$ cat src/rtl/fetch_stage_pkg.sv
// fetch_stage_pkg: shared widths, bubble opcode and FSM
// state encoding for the instruction-fetch stage.
package fetch_stage_pkg;

   localparam int          DEF_ADDR_W = 12;
   localparam int          DEF_DATA_W = 8;
   localparam logic [7:0]  DEF_NOP    = 8'h00;

   typedef enum logic [1:0] {
      S_IDLE = 2'd0,
      S_REQ  = 2'd1,
      S_HOLD = 2'd2,
      S_DROP = 2'd3
   } state_t;

endpackage

$ cat src/rtl/fetch_stage_if.sv
// fetch_stage_if: program-ROM request/acknowledge bus.
// master = fetch side, slave = ROM side.
interface fetch_stage_if #(
   parameter int ADDR_W = 12,
   parameter int DATA_W = 8
);

   logic              rom_req;
   logic [ADDR_W-1:0] rom_addr;
   logic [DATA_W-1:0] rom_rdata;
   logic              rom_ack;

   modport master (
      output rom_req,
      output rom_addr,
      input  rom_rdata,
      input  rom_ack
   );

   modport slave (
      input  rom_req,
      input  rom_addr,
      output rom_rdata,
      output rom_ack
   );

endinterface

$ cat src/rtl/fetch_skid.sv
// fetch_skid: one-entry data register with full flag;
// clear has priority over load, load over unload.
module fetch_skid #(
   parameter int W = 8
) (
   input  logic         clock,
   input  logic         reset,
   input  logic         load,
   input  logic         unload,
   input  logic         clear,
   input  logic [W-1:0] din,
   output logic [W-1:0] dout,
   output logic         full
);

   logic [W-1:0] data_q;
   logic         full_q;

   always_ff @(posedge clock or negedge reset) begin
      if (!reset) begin
         data_q <= '0;
         full_q <= 1'b0;
      end else if (clear) begin
         full_q <= 1'b0;
      end else if (load) begin
         data_q <= din;
         full_q <= 1'b1;
      end else if (unload) begin
         full_q <= 1'b0;
      end
   end

   assign dout = data_q;
   assign full = full_q;

endmodule

$ cat src/rtl/fetch_stage.sv
// fetch_stage: ROM request/ack fetch into the instruction
// register, with skid hold on stall and NOP bubbles on flush.
module fetch_stage
   import fetch_stage_pkg::*;
#(
   parameter int              ADDR_W     = DEF_ADDR_W,
   parameter int              DATA_W     = DEF_DATA_W,
   parameter logic [DATA_W-1:0] NOP_OPCODE = DEF_NOP
) (
   input  logic              clock,
   input  logic              reset,
   input  logic [ADDR_W-1:0] address,
   input  logic              cflag,
   input  logic              stall,
   input  logic              flush,
   fetch_stage_if.master     rom,
   output logic [DATA_W-1:0] D_BUS,
   output logic              ir_valid,
   output logic              pc_advance,
   output logic              cflag_q
);

   state_t            state, state_n;
   logic [ADDR_W-1:0] addr_q, addr_n;
   logic [DATA_W-1:0] ir_q, ir_n;
   logic              valid_q, valid_n;
   logic              cq_q, cq_n;
   logic              req, adv;
   logic              sk_load, sk_unload, sk_clear;
   logic              sk_full;
   logic [DATA_W-1:0] sk_data;

   fetch_skid #(.W(DATA_W)) u_skid (
      .clock  (clock),
      .reset  (reset),
      .load   (sk_load),
      .unload (sk_unload),
      .clear  (sk_clear),
      .din    (rom.rom_rdata),
      .dout   (sk_data),
      .full   (sk_full)
   );

   always_ff @(posedge clock or negedge reset) begin
      if (!reset) begin
         state   <= S_IDLE;
         addr_q  <= '0;
         ir_q    <= NOP_OPCODE;
         valid_q <= 1'b0;
         cq_q    <= 1'b0;
      end else begin
         state   <= state_n;
         addr_q  <= addr_n;
         ir_q    <= ir_n;
         valid_q <= valid_n;
         cq_q    <= cq_n;
      end
   end

   always_comb begin
      state_n   = state;
      addr_n    = addr_q;
      ir_n      = ir_q;
      valid_n   = valid_q;
      cq_n      = cq_q;
      req       = 1'b0;
      adv       = 1'b0;
      sk_load   = 1'b0;
      sk_unload = 1'b0;
      sk_clear  = 1'b0;
      unique case (state)
         S_IDLE: begin
            state_n = S_REQ;
            addr_n  = address;
         end
         S_REQ: begin
            req = 1'b1;
            if (rom.rom_ack) begin
               if (flush) begin
                  addr_n = address;
               end else if (stall) begin
                  sk_load = 1'b1;
                  adv     = 1'b1;
                  state_n = S_HOLD;
               end else begin
                  ir_n    = rom.rom_rdata;
                  valid_n = 1'b1;
                  cq_n    = cflag;
                  adv     = 1'b1;
                  addr_n  = address;
               end
            end else if (flush) begin
               state_n = S_DROP;
            end
         end
         S_HOLD: begin
            if (flush) begin
               sk_clear = 1'b1;
               state_n  = S_REQ;
               addr_n   = address;
            end else if (!stall) begin
               ir_n      = sk_full ? sk_data : NOP_OPCODE;
               valid_n   = sk_full;
               cq_n      = cflag;
               sk_unload = 1'b1;
               state_n   = S_REQ;
               addr_n    = address;
            end
         end
         S_DROP: begin
            // ROM reads cannot be aborted; wait out the ack.
            req = 1'b1;
            if (rom.rom_ack) begin
               state_n = S_REQ;
               addr_n  = address;
            end
         end
         default: state_n = S_IDLE;
      endcase
      if (flush) begin
         ir_n    = NOP_OPCODE;
         valid_n = 1'b0;
         cq_n    = cflag;
      end
   end

   assign rom.rom_req  = req;
   assign rom.rom_addr = addr_q;
   assign D_BUS        = ir_q;
   assign ir_valid     = valid_q;
   assign pc_advance   = adv;
   assign cflag_q      = cq_q;

endmodule
$ cat src/flat_wrapper.sv
// flat-port wrapper written by rule: the top's interface ports become plain ports
module fetch_stage_flat import fetch_stage_pkg::*;
#(
   parameter int              ADDR_W     = DEF_ADDR_W,
   parameter int              DATA_W     = DEF_DATA_W,
   parameter logic [DATA_W-1:0] NOP_OPCODE = DEF_NOP
)
  (clock, reset, address, cflag, stall, flush, D_BUS, ir_valid, pc_advance, cflag_q, rom_rom_req, rom_rom_addr, rom_rom_rdata, rom_rom_ack);
  fetch_stage_if #(.ADDR_W(ADDR_W), .DATA_W(DATA_W)) rom_i ();
  input  logic clock;
  input  logic reset;
  input  logic [ADDR_W-1:0] address;
  input  logic cflag;
  input  logic stall;
  input  logic flush;
  output logic [DATA_W-1:0] D_BUS;
  output logic ir_valid;
  output logic pc_advance;
  output logic cflag_q;
  output wire logic [$bits(rom_i.rom_req)-1:0] rom_rom_req;
  output wire logic [$bits(rom_i.rom_addr)-1:0] rom_rom_addr;
  input wire logic [$bits(rom_i.rom_rdata)-1:0] rom_rom_rdata;
  input wire logic [$bits(rom_i.rom_ack)-1:0] rom_rom_ack;
  assign rom_rom_req = rom_i.rom_req;
  assign rom_rom_addr = rom_i.rom_addr;
  assign rom_i.rom_rdata = rom_rom_rdata;
  assign rom_i.rom_ack = rom_rom_ack;
  fetch_stage #(.ADDR_W(ADDR_W), .DATA_W(DATA_W), .NOP_OPCODE(NOP_OPCODE)) u_core (.clock(clock), .reset(reset), .address(address), .cflag(cflag), .stall(stall), .flush(flush), .rom(rom_i), .D_BUS(D_BUS), .ir_valid(ir_valid), .pc_advance(pc_advance), .cflag_q(cflag_q));
endmodule
$ cat config.mk
export PLATFORM = sky130hd
export DESIGN_NAME = fetch_stage_flat
export DESIGN_NICKNAME = d
export VERILOG_FILES = /design/src/rtl/fetch_stage_pkg.sv /design/src/rtl/fetch_stage_if.sv /design/src/rtl/fetch_skid.sv /design/src/rtl/fetch_stage.sv /design/src/flat_wrapper.sv
export SDC_FILE = /design/constraint.sdc
export NUM_CORES = 1
export LEC_CHECK = 0
export CAP_MARGIN = 20
export CORE_UTILIZATION = 26
export DETAILED_ROUTE_END_ITERATION = 8
export PLACE_DENSITY_LB_ADDON = 0.15
export SYNTH_ARGS = -nofsm -noshare
export SYNTH_HDL_FRONTEND = slang
export SYNTH_SLANG_ARGS = --single-unit
$ cat constraint.sdc
create_clock -name clock -period 2.1 [get_ports clock]
set_clock_uncertainty 0.2 [all_clocks]
set_input_delay 0.21 -clock clock [delete_from_list [all_inputs] [get_ports clock]]
set_output_delay 0.21 -clock clock [all_outputs]
set_load 0.03 [all_outputs]
==> impl_results.md <==
- Status: finished, final reports clean
- Final ANT Viol Nets: 0
- DRT iter0 DRCs: 26
- Max-slew violation count: 0
- Vias per cell: 4.536
- Starting Density: 0.2714
- Max VDD drop: 617.9 uV
- Clk root buf: clkbuf_8
- CP arrival: 2000 ps
- Pint: 1974 uW
- Initial antenna violation count: 0
- CTS sink count: 33
- Gate Count Post-Synth: 132
- Cell Rows: 28
- Cell taking the most area after synthesis: dfrtp_1
- Synth Area in Compound Gates: 0.07895
- Congestion Overflow GR: 0
- Largest net degree at the start of global routing: 34
- CTS clock-pin slew for the worst setup and hold paths: 60 ps
- Sequential share of the synthesized area: 0.5108
- Fin crit share: 0.9701
- Ant diodes: 0
- H-tree lvl count: 2
- Area contributors post-synth: dfrtp_1 51%, mux2_2 22%, ha_1 3.9%
- Nets: 220
- Asr flop ratio synth: 1.000
- Final setup viols: 0
- Count leader, synth: dfrtp_1
- Period minus WS final: 2037 ps
- YS warnings: 0
- Most used DFF post-synth: dfrtp_1
- # IOs: 50
- Reg power frac: 0.341
- Worst Hold Class: primary input to async pin
- XOR/XNOR Fraction of Synth Area: 0
- Setup crit start kind: register
- Syn-to-layout area delta: 43.11%
- CTS Buf Count: 5
- Die area: 0.006537 mm2
- EDFF count, synth: 0
- Area of the core: 0.005956 mm2
- Unique masters post-synth: 24
- Most frequent cells after synthesis: 33 x dfrtp_1, 31 x mux2_2, 10 x a21oi_1
- GPL Wtd Cong: 0.7678
- Fillers: 593
- Psw: 1231 uW
- First-pass GRT wire length: 5989 um
- Worst-Margin Slew: 422.0 ps
- Inst Count DP: 256
- Routed WL: 3520 um
- Synthesized net count: 163
- Critical path type: register to register
- Sw frac: 0.3841
- Chip height: 80.85 um
- # DRC: 0
- Req. time, crit path: 2060 ps
- Largest family of logic cells by synthesized area: multiplexers
- Gate power share: 0.520
- Avg WL per Cell: 13.28 um
- Finished Layout Cells: 265
- Lkg Pwr: 0.0009788 uW
- Vias in the first global route: 1291
- #FFs+latches synth: 33
- Total power: 3204 uW
- Relative slew margins: 0.7187
- Crit Path Max Fanout: 5
- MaxCap Viol Count: 0
- Fraction of the mapped netlist area in adder cells: 0.03870
- Port bufs: 49
- Worst-skew pair later-pin latency: 280 ps
- Clock Path Buffers: 2
- Syn avg cell area: 12.25 um2
- Hpwl dp: 2542 um
- Final instance area: 0.002313 mm2
- Final Hold Slack: 142.2 ps
- Clock power share: 0.139
- Worst Setup End Kind: register
- Routed via count: 1202
- Final hold violation count: 0
- Max Clk Rate: 0.4909 GHz
- Chip Width: 80.85 um
- First-pass DRT Iterations: 4
- DP Area: 0.002231 mm2
- Unrepaired setup endpoints after global routing: yes
- Power per cell area: 1385 mW/mm2
- Total GRT Usage: 0.1221
- Multiplexer share of the synthesized area: 0.2345
- Synthesized area: 0.001617 mm2
- CTS tree: done
- Share of cells above drive strength 1: 0.2684
- Yosys top cell area share: 0.5108
- Synth Area in Simple Gates: 0.1029
## critical path, stage by stage, from the launching register on
cell	delay, ps
dfrtp_1	420
inv_1	120
ha_1	260
mux2i_1	270
mux2_2	380
o221a_2	270
## kinds of logic (layout without fill, tap and decap cells)
group                      count (synthesis)  count (layout)
and+or+nand+nor                           31              31
AOI/OAI and AO/OA                         17              17
muxes                                     34              34
buffers and inverters                     12              70
adders and majority gates                  5               5
DFF                                       33              33
## cell type report
cell class	instances	area [um2]	area share
clock buffer	8	80.08	0.03461
inverter	4	15.01	0.006490
multi-input combinational	87	735.7	0.3180
sequential	33	825.8	0.3569
tap	75	93.84	0.04056
timing repair buffer	58	563.0	0.2434
## worst paths after layout
check                                                   start                                 end  slack [ps]  cells past startpoint
max                               u_core.state[0]$_DFFE_PN0P_         u_core.state[0]$_DFFE_PN0P_          60                      5
min                                                     reset          u_core.cflag_q$_DFFE_PN0P_         140                      2
max reg2reg                       u_core.state[0]$_DFFE_PN0P_         u_core.state[0]$_DFFE_PN0P_          60                      5
min reg2reg                u_core.rom.rom_addr[5]$_DFFE_PN0P_  u_core.rom.rom_addr[5]$_DFFE_PN0P_         310                      1
max in group asynchronous                               reset         u_core.D_BUS[3]$_DFFE_PN0P_        1240                      2
min in group clock         u_core.rom.rom_addr[5]$_DFFE_PN0P_  u_core.rom.rom_addr[5]$_DFFE_PN0P_         310                      1
## power by group through the flow
stage / logic (uW) / registers (uW) / clock network [uW]
finish: 1660 / 1090 / 445
global route: 1780 / 1130 / 501
CTS: 1680 / 1100 / 474
detailed placement: 1680 / 1110 / 0
global placement: 1650 / 1100 / 0
floorplan: 735 / 1400 / 0
## per-stage QoR
| stage | setup TNS, ps | setup slack (ps) | util |
|---|---|---|---|
| floorplan | 0 | 47.50 | - |
| global placement | 0 | 83.09 | 0.3746 |
| detailed placement | 0 | 46.63 | 0.3746 |
| CTS | 0 | 5.201 | 0.3880 |
| global route | -2.474 | -1.377 | 0.3884 |
| finish | 0 | 62.84 | 0.3884 |
## per-layer routing
metal | share of wire | GRT usage
met5 | 0 | 0
met1 | 0.47 | 0.1564
met3 | 0.047 | 0.03258
met2 | 0.46 | 0.1924
met4 | 0.019 | 0.05357
## state kept, by name (all words and copies together), names as in the netlist
name and count:
u_core.ir_valid 1, u_core.cflag_q 1, u_core.state 2, u_core.u_skid.dout 8
u_core.D_BUS 8, u_core.u_skid.full 1, u_core.rom.rom_addr 12
## timing repair
| action | in CTS | in global routing |
|---|---|---|
| buffers inserted | 0 | 1 |
| hold buffers | 0 | 0 |
| gates resized for setup | 2 | 1 |
| setup endpoints to repair | 1 | 11 |
## placed cells by master, fill, tap and decap left out, types with 3 or more instances in the layout
master,n
clkbuf_8,5
mux2i_1,3
nand2b_1,9
nand3_1,9
clkdlybuf4s50_1,47
inv_1,4
nand2_1,3
clkbuf_1,3
ha_1,5
dfrtp_1,33
buf_4,9
a21oi_1,10
mux2_2,31
nor2_1,4
Power figures use the tool's default switching activity.
